File: src/rtl/io_hub_pkg.sv
// Shared definitions for the processor I/O hub: default configuration,
// derived widths and the output FIFO entry layout {addr, data}.
package io_hub_pkg;

  localparam int DEF_NUBITS = 16;
  localparam int DEF_NUIOIN = 2;
  localparam int DEF_NUIOOU = 2;
  localparam int DEF_FDEPTH = 4;

  localparam int INW = $clog2(DEF_NUIOIN);
  localparam int OUW = $clog2(DEF_NUIOOU);
  localparam int FAW = $clog2(DEF_FDEPTH);

  // Output FIFO entry: address tag in the upper bits, data word below.
  typedef struct packed {
    logic [OUW-1:0]        addr;
    logic [DEF_NUBITS-1:0] data;
  } fifo_entry_t;

  // Builds a FIFO entry for the default configuration.
  function automatic fifo_entry_t pack_entry(input logic [OUW-1:0] addr,
                                             input logic [DEF_NUBITS-1:0] data);
    fifo_entry_t e;
    e.addr = addr;
    e.data = data;
    return e;
  endfunction

endpackage

File: src/rtl/io_hub_fifo.sv
// Synchronous FIFO with a registered head word, registered not-empty flag and
// a sticky overflow flag. A push while full is accepted only if a pop happens
// in the same cycle; otherwise the word is dropped and ovf sets.
module io_hub_fifo
  import io_hub_pkg::*;
#(
  parameter int WIDTH = OUW + DEF_NUBITS,
  parameter int DEPTH = DEF_FDEPTH
) (
  input  logic             clk,
  input  logic             rst,
  input  logic             push,
  input  logic [WIDTH-1:0] din,
  input  logic             rdy,
  output logic [WIDTH-1:0] dout,
  output logic             vld,
  output logic             ovf
);

  localparam int AW = $clog2(DEPTH);
  localparam int CW = AW + 1;
  localparam logic [AW-1:0] PTR_ONE  = {{(AW-1){1'b0}}, 1'b1};
  localparam logic [CW-1:0] CNT_ONE  = {{(CW-1){1'b0}}, 1'b1};
  localparam logic [CW-1:0] CNT_FULL = CW'(DEPTH);

  logic [WIDTH-1:0] mem_r [DEPTH];
  logic [AW-1:0]    wr_ptr_r;
  logic [AW-1:0]    rd_ptr_r;
  logic [CW-1:0]    cnt_r;
  logic [WIDTH-1:0] head_r;
  logic             vld_r;
  logic             ovf_r;

  logic             pop_s;
  logic             full_s;
  logic             push_ok_s;
  logic             drop_s;
  logic [AW-1:0]    rd_ptr_nxt_s;
  logic [CW-1:0]    cnt_nxt_s;
  logic [WIDTH-1:0] head_nxt_s;

  // Next-state for pointers, count and the head word seen after this edge.
  always_comb begin
    pop_s        = vld_r & rdy;
    full_s       = (cnt_r == CNT_FULL);
    push_ok_s    = push & (~full_s | pop_s);
    drop_s       = push & full_s & ~pop_s;
    rd_ptr_nxt_s = pop_s ? (rd_ptr_r + PTR_ONE) : rd_ptr_r;
    case ({push_ok_s, pop_s})
      2'b10:   cnt_nxt_s = cnt_r + CNT_ONE;
      2'b01:   cnt_nxt_s = cnt_r - CNT_ONE;
      default: cnt_nxt_s = cnt_r;
    endcase
    // The incoming word becomes the head only when nothing else remains ahead of it.
    if (push_ok_s && (wr_ptr_r == rd_ptr_nxt_s)) begin
      head_nxt_s = din;
    end else begin
      head_nxt_s = mem_r[rd_ptr_nxt_s];
    end
  end

  // Storage, pointers, registered head and sticky overflow.
  always_ff @(posedge clk) begin
    if (rst) begin
      for (int i = 0; i < DEPTH; i++) begin
        mem_r[i] <= {WIDTH{1'b0}};
      end
      wr_ptr_r <= {AW{1'b0}};
      rd_ptr_r <= {AW{1'b0}};
      cnt_r    <= {CW{1'b0}};
      head_r   <= {WIDTH{1'b0}};
      vld_r    <= 1'b0;
      ovf_r    <= 1'b0;
    end else begin
      if (push_ok_s) begin
        mem_r[wr_ptr_r] <= din;
        wr_ptr_r        <= wr_ptr_r + PTR_ONE;
      end
      rd_ptr_r <= rd_ptr_nxt_s;
      cnt_r    <= cnt_nxt_s;
      head_r   <= head_nxt_s;
      vld_r    <= (cnt_nxt_s != {CW{1'b0}});
      ovf_r    <= ovf_r | drop_s;
    end
  end

  assign dout = head_r;
  assign vld  = vld_r;
  assign ovf  = ovf_r;

endmodule

File: src/rtl/proc_io_hub.sv
// Peripheral-side responder for the processor I/O port. Holds one word per
// input channel for processor reads and queues tagged processor writes into
// a FIFO drained by an external sink.
// Optional interrupt generation is enabled by defining PROC_IO_HUB_ITR_EN;
// without it itr is tied low.
module proc_io_hub
  import io_hub_pkg::*;
#(
  parameter int NUBITS = DEF_NUBITS,
  parameter int NUIOIN = DEF_NUIOIN,
  parameter int NUIOOU = DEF_NUIOOU,
  parameter int FDEPTH = DEF_FDEPTH
) (
  input  logic                       clk,
  input  logic                       rst,
  input  logic                       req_in,
  input  logic [$clog2(NUIOIN)-1:0]  addr_in,
  output logic [NUBITS-1:0]          io_in,
  input  logic                       out_en,
  input  logic [$clog2(NUIOOU)-1:0]  addr_out,
  input  logic [NUBITS-1:0]          io_out,
  output logic                       itr,
  input  logic [NUIOIN*NUBITS-1:0]   src_data,
  input  logic [NUIOIN-1:0]          src_vld,
  output logic [NUIOIN-1:0]          src_rdy,
  output logic [NUBITS-1:0]          snk_data,
  output logic [$clog2(NUIOOU)-1:0]  snk_addr,
  output logic                       snk_vld,
  input  logic                       snk_rdy,
  output logic                       ovf
);

  localparam int OU_W = $clog2(NUIOOU);
  localparam int EN_W = OU_W + NUBITS;

  logic [NUBITS-1:0] hold_r [NUIOIN];
  logic [NUIOIN-1:0] hold_vld_r;
  logic [NUIOIN-1:0] src_rdy_r;
  logic [NUBITS-1:0] io_in_r;

  logic [NUIOIN-1:0] push_s;
  logic [NUIOIN-1:0] pop_s;
  logic [NUIOIN-1:0] hold_vld_nxt_s;
  logic [NUBITS-1:0] rd_data_s;

  // Channel push/pop decode and the read mux; an empty or out-of-range read yields 0.
  always_comb begin
    push_s         = {NUIOIN{1'b0}};
    pop_s          = {NUIOIN{1'b0}};
    hold_vld_nxt_s = {NUIOIN{1'b0}};
    rd_data_s      = {NUBITS{1'b0}};
    for (int i = 0; i < NUIOIN; i++) begin
      push_s[i]         = src_vld[i] & src_rdy_r[i];
      pop_s[i]          = req_in & (int'(addr_in) == i) & hold_vld_r[i];
      hold_vld_nxt_s[i] = push_s[i] | (hold_vld_r[i] & ~pop_s[i]);
      rd_data_s         = rd_data_s | (pop_s[i] ? hold_r[i] : {NUBITS{1'b0}});
    end
  end

  // Holding registers, registered ready and the processor read data.
  always_ff @(posedge clk) begin
    if (rst) begin
      for (int i = 0; i < NUIOIN; i++) begin
        hold_r[i] <= {NUBITS{1'b0}};
      end
      hold_vld_r <= {NUIOIN{1'b0}};
      src_rdy_r  <= {NUIOIN{1'b1}};
      io_in_r    <= {NUBITS{1'b0}};
    end else begin
      for (int i = 0; i < NUIOIN; i++) begin
        if (push_s[i]) begin
          hold_r[i] <= src_data[i*NUBITS +: NUBITS];
        end
      end
      hold_vld_r <= hold_vld_nxt_s;
      // Ready drops with the push and returns one cycle after the pop.
      src_rdy_r  <= ~(hold_vld_nxt_s | hold_vld_r);
      if (req_in) begin
        io_in_r <= rd_data_s;
      end
    end
  end

  assign io_in   = io_in_r;
  assign src_rdy = src_rdy_r;

`ifdef PROC_IO_HUB_ITR_EN
  logic any_vld_s;
  logic any_vld_d_r;
  logic itr_r;

  assign any_vld_s = |hold_vld_r;

  // One-cycle interrupt pulse when the first held word appears.
  always_ff @(posedge clk) begin
    if (rst) begin
      any_vld_d_r <= 1'b0;
      itr_r       <= 1'b0;
    end else begin
      any_vld_d_r <= any_vld_s;
      itr_r       <= any_vld_s & ~any_vld_d_r;
    end
  end

  assign itr = itr_r;
`else
  assign itr = 1'b0;
`endif

  logic [EN_W-1:0] fifo_dout_s;

  io_hub_fifo #(
    .WIDTH (EN_W),
    .DEPTH (FDEPTH)
  ) u_fifo (
    .clk  (clk),
    .rst  (rst),
    .push (out_en),
    .din  ({addr_out, io_out}),
    .rdy  (snk_rdy),
    .dout (fifo_dout_s),
    .vld  (snk_vld),
    .ovf  (ovf)
  );

  assign snk_addr = fifo_dout_s[EN_W-1 -: OU_W];
  assign snk_data = fifo_dout_s[NUBITS-1:0];

endmodule

File: config.mk
export PLATFORM = sky130hd
export DESIGN_NAME = proc_io_hub
export DESIGN_NICKNAME = d
export VERILOG_FILES = /design/src/rtl/io_hub_pkg.sv /design/src/rtl/io_hub_fifo.sv /design/src/rtl/proc_io_hub.sv
export SDC_FILE = /design/constraint.sdc
export NUM_CORES = 1
export LEC_CHECK = 0
export ABC_CLOCK_PERIOD_IN_PS = 2500
export CORE_ASPECT_RATIO = 0.8
export CORE_MARGIN = 1
export CORE_UTILIZATION = 32
export DETAILED_ROUTE_END_ITERATION = 16
export RECOVER_POWER = 100
export SYNTH_ARGS = -nofsm -noshare
export SYNTH_HDL_FRONTEND = slang
export SYNTH_SLANG_ARGS = --single-unit
File: constraint.sdc
create_clock -name clk -period 2.5 [get_ports clk]
set_input_delay 0.25 -clock clk [delete_from_list [all_inputs] [get_ports clk]]
set_output_delay 0.25 -clock clk [all_outputs]
set_load 0.01 [all_outputs]
### Yosys cells after proc, flatten, opt, wreduce, memory -nomap -nowiden

Memory sizes are Yosys's and may differ from the RTL's. A register that Yosys moved wholly into a read port is not among the register bits.
Index checks and enable logic that the tools add are counted.

* RAM bits: 100
* bits in registers: 29
* logic and storage cells: 65
* memories kept: 2

* reduce and logical (&&, ||, !) cells: 2
* add/subtract/negate cells: 4
* muxes and demuxes: 20
* bitwise operators: 26
* equal/unequal tests: 3

Memory list
* u_fifo.mem_r: depth 4, width 17, read ports 1, clocked after Yosys merged registers in 1, write ports 4, RTL line io_hub_fifo.sv:26 `logic [WIDTH-1:0] mem_r [DEPTH];`
* hold_r: depth 2, width 16, read ports 2, clocked after Yosys merged registers in 0, write ports 2, RTL line proc_io_hub.sv:36 `logic [NUBITS-1:0] hold_r [NUIOIN];`

Operator list (number)
* 2-to-1 mux 16 bit: 4
* 2-to-1 mux 17 bit: 1
* OR reduction 17 bit: 1
* OR 16 bit: 1
* bitwise AND 1 bit: 12
* 2-to-1 mux 1 bit: 12
* OR 1 bit: 6
* one-hot mux 3 bit (2 select lines): 1
* NOT 1 bit: 5
* adder 2 x 1 -> 2 bit, second input constant: 2
* 2-to-1 mux 2 bit: 2
* adder 3 x 1 -> 3 bit, second input constant: 1
* == test 3 bit, second input constant: 1
* nonzero test 3 bit: 1
* subtractor 3 x 1 -> 3 bit, second input constant: 1
* == test 2 x 1 -> 1 bit, second input constant: 1
* == test 2 bit, second input constant: 1
* NOT 2 bit: 1
* OR 2 bit: 1

### Depth between registers and ports, before layout

Gate-level depths: netlist of the first run.

* depth after elaboration: 9
* depth in mapped cells: 9
* mapped depth without buffers: 9

### By module

Synthesis of the first run repeated with hierarchy kept, for this count alone.

* cells, all modules: 596
* area total of the unflattened synthesis: 6824.0 um^2

Modules (own cells, without submodules)
* io_hub_fifo: cells each 418, sequential area each 2562.5 um^2, times used 1, area an instance 4725.8 um^2
* proc_io_hub: cells each 178, sequential area each 1361.3 um^2, times used 1, area an instance 2098.3 um^2

### Least setup slack after synthesis of the first run

Ideal clock, no wire load.

* path type: reg2reg
* from: reg u_fifo.vld_r (netlist: u_fifo.vld)
* to: mem u_fifo.mem_r[1][0] (netlist name) (enable)
* arrival time: 1.930 ns
* setup slack: 0.175 ns
* stages on the path, launching flop included: 5
* buffers on the path: 0
* library setup time: 0.395 ns
* period minus slack after synthesis: 2.325 ns
* cell sequence: dfxtp_1 -> nand2_2 -> a31oi_1 -> nand2_1 -> o21bai_1

RTL lines
* start: declaration: RTL line io_hub_fifo.sv:31 `logic vld_r;`
* start signal: assignment: RTL line io_hub_fifo.sv:82 `vld_r <= (cnt_nxt_s != {CW{1'b0}});`
* end: declaration: RTL line io_hub_fifo.sv:26

==> results of run 1 <==
==> cell families after synthesis <==
logic type | share of synthesized area (%)
compound gates | 10.6
other cells | 0.0576
simple gates | 15.0
xor+xnor | 0.942
mux | 9.38
flops | 60.3
fa+ha+maj | 0.500
buf+inv | 3.31
==> power breakdown <==
part / switching [mW] / internal (mW) / leakage (nW)
logic: 0.811 / 0.688 / 1.52
registers: 0.155 / 2.89 / 1.43
clock network: 1.07 / 1.32 / 0.271
total: 2.03 / 4.90 / 3.22
==> registers in the layout (all words and copies together), names as in the netlist <==
name,count
hold_r,32
u_fifo.rd_ptr_r,2
io_in,16
src_rdy,2
u_fifo.mem_r,68
u_fifo.ovf,1
hold_vld_r,2
u_fifo.cnt_r,3
u_fifo.wr_ptr_r,2
u_fifo.vld,1
u_fifo.dout,17
==> stage by stage <==
stage / area (um2) / instances
after floorplan: 6510 / 522
after global placement: 7860 / 865
after detailed placement: 7860 / 865
after CTS: 8420 / 897
after global routing: 8320 / 897
final: 8320 / 897
==> final timing paths <==
| check | cells after the start | start | end |
|---|---|---|---|
| hold reg to reg | 2 | u_fifo.ovf | u_fifo.ovf |
| setup reg to reg | 7 | u_fifo.vld | u_fifo.mem_r[2][11] |
| setup / recovery | 7 | u_fifo.vld | u_fifo.mem_r[2][11] |
| hold / removal | 2 | rst | u_fifo.cnt_r[2] |
==> area by class of cell <==
type	instances	area, um2
fillers	1897	11500
flip-flops and latches	146	3930
multi-input cells	327	2340
repair buffers	122	1140
clock buffers	18	439
well taps	264	330
clock inverters	14	121
inverters	6	25.0
==> cell usage after synthesis (2+ instances only) <==
master	instances	share of area [%]
a211oi_1	17	2.0
dfxtp_1	46	14
nand2b_1	5	0.48
buf_2	5	0.38
nor2_1	60	3.5
a31oi_1	3	0.29
a21oi_1	4	0.31
and2_1	66	6.3
xnor2_1	4	0.54
mux2i_1	19	2.9
a2111oi_0	17	2.3
inv_1	5	0.29
edfxtp_1	100	46
o22ai_1	17	1.6
a222oi_1	16	2.5
clkbuf_1	33	1.9
mux2_2	24	4.2
buf_4	4	0.46
mux2_4	10	2.3
a31o_2	2	0.27
nand2_1	4	0.23
xor2_1	3	0.40
or2_2	2	0.19
and3_1	37	3.6
==> routing by layer <==
metal / vias up / global-route usage (%)
met4: 0 / 6.16
met2: 123 / 27.2
met1: 2322 / 21.3
met5: - / 0
li1: 2161 / -
met3: 23 / 3.52
==> worst register-to-register path, stage by stage (launching register included) <==
cell      delay [ns]
dfxtp_1         0.40
nand2_1         0.15
clkbuf_1        0.16
a311oi_4        0.30
clkbuf_2        0.43
and3_1          0.25
clkbuf_2        0.26
and2_1          0.18
==> results.toml, run 1 <==
[route]
vias_per_cell = 5.16
route.layer.met1.wl_um = 7620
maxUsedRoutingLayer = "met4"
totalWireLength_um = 16500
drt_drc_violations_left = 0
routedWlPerCell_um = 18.4
detail-route-antenna-nets = 0
met2RoutedLength_um = 7890
detailroute.wirelength.met3_um = 681
dr.first_iter.drc_count = 338
drtPass1Iterations = 5
dr_total_vias = 4629

[setup_path]
worst_setup_path_end_kind = "flop"
timing.critical_path.mode_cell = "clkbuf_2"
critical-path-max-stage-delay_ns = 0.43
cp_cell_sequence = "nand2_1, clkbuf_1, a311oi_4, clkbuf_2, and3_1, clkbuf_2, and2_1"
worst-endpoint-arrival_ns = 2.55
critical_path.top_delay_family = "buffers and inverters"
crit_buf_inv = 3
worst-path-max-fanout = 18
critical_path_launch_point_type = "flop"
crit_path_top_delay_cell = "clkbuf_2"
timing.reg2reg.setup_slack_ns = 0.24
critPathRequiredTime_ns = 2.79
setup.worst_path.class = "flop to flop"

[die]
design.core.area_mm2 = 0.0199
floorplan.rows = 46
boundaryPins = 95
chipWidth_um = 161
initial_utilization_pct = 32.8
die_h_um = 130
floorplan.die_area_mm2 = 0.0209

[sta]
timing.hold.ws_ns = 0.153
slew_of_the_pin_with_the_lowest_slew_margin_ns = 1.02
worst_clock_skew_ns = 0.00836
slew_violations = 0
fin_crit_ns = 2.26
tns_ns = 0
setup_repair_after_global_routing_missed_its_margin = "no"
fmax_mhz = 442
relSlewSlack_pct = 32.3
final-hold-violation-count = 0
layout_setup_ws_ns = 0.236
post-route-period-util_pct = 90.5
final-setup-viol-count = 0

[clock_tree]
cts_root_buf = "clkbuf_16"
cts.sink_count = 146
htree_num_levels = 4
worst_setup_hold_path_clk_slew_ns = 0.06
cts-root-to-sink-buffers = 2
cts_resized = 0
tritoncts = "yes"
clock_latency_at_the_later_pin_of_the_worst_skew_pair_ns = 0.42
post_cts.repair.setup_buffers = 0
cts-buffers-inserted = 17
ctsHoldBuffers = 0

[grt]
grt_use_total_pct = 16.5
antenna_found_initial = 0
grt_start_max_net_pins = 33
grt_pass1_vias = 4817
globalRouteOverflowTotal = 0
grt_pass1_wl_um = 26000

[synthesis]
number_of_distinct_library_cells_after_synthesis = 43
ys.flop_type = "edfxtp_1"
yosys_warnings = 0
synth-seq-area-share_pct = 60.3
mappedNetlistNets = 581
synth_enable_flop_cells = 100
number_of_synthesized_register_bits = 146
syn-instance-count = 522
ys_async_sr_fraction_pct = 0
syn-cell-area_mm2 = 0.00651
syn-mean-instance-area_um2 = 12.5

[pwr]
leakagePower_nw = 3.22
total_design_power_mw = 6.94
peakVddDrop_v = 0.000386
cellPowerDensity_mw_per_mm2 = 834

[final_layout]
area_growth_pct = 27.7
leading_cell_types_in_the_layout_fill_and_taps_excluded = "edfxtp_1, nor2_1, clkdlybuf4s50_1"
postLayoutCoreUtil_pct = 41.9
antenna_cells_inserted = 0
layout_cell_share_with_drive_strength_beyond_1_pct = 14.4
final_nets = 679
layout_commonest_cell = "edfxtp_1"

[place]
pre_cts_slack_ns = -0.00361
place_hpwl_um = 10700
gp_congestion = 0.745
placement.io_buffers = 93

[run]
max-cap-violations = 0

[run_status]
status = "finished, final reports clean"

[min_path]
hold_path.class = "primary input to flop"
Note: power is estimated with default switching activity, not from simulation.
==> run 2, diff against run 1 <==
SLEW_MARGIN = 20   (was default)
==> results of run 2 <==
The final DEF is identical to that of run 1; final timing and power are the same.
==> run 3, diff against run 2 <==
ABC_AREA = 0   (was default)
==> results of run 3 <==
The final DEF is identical to that of run 1; final timing and power are the same.
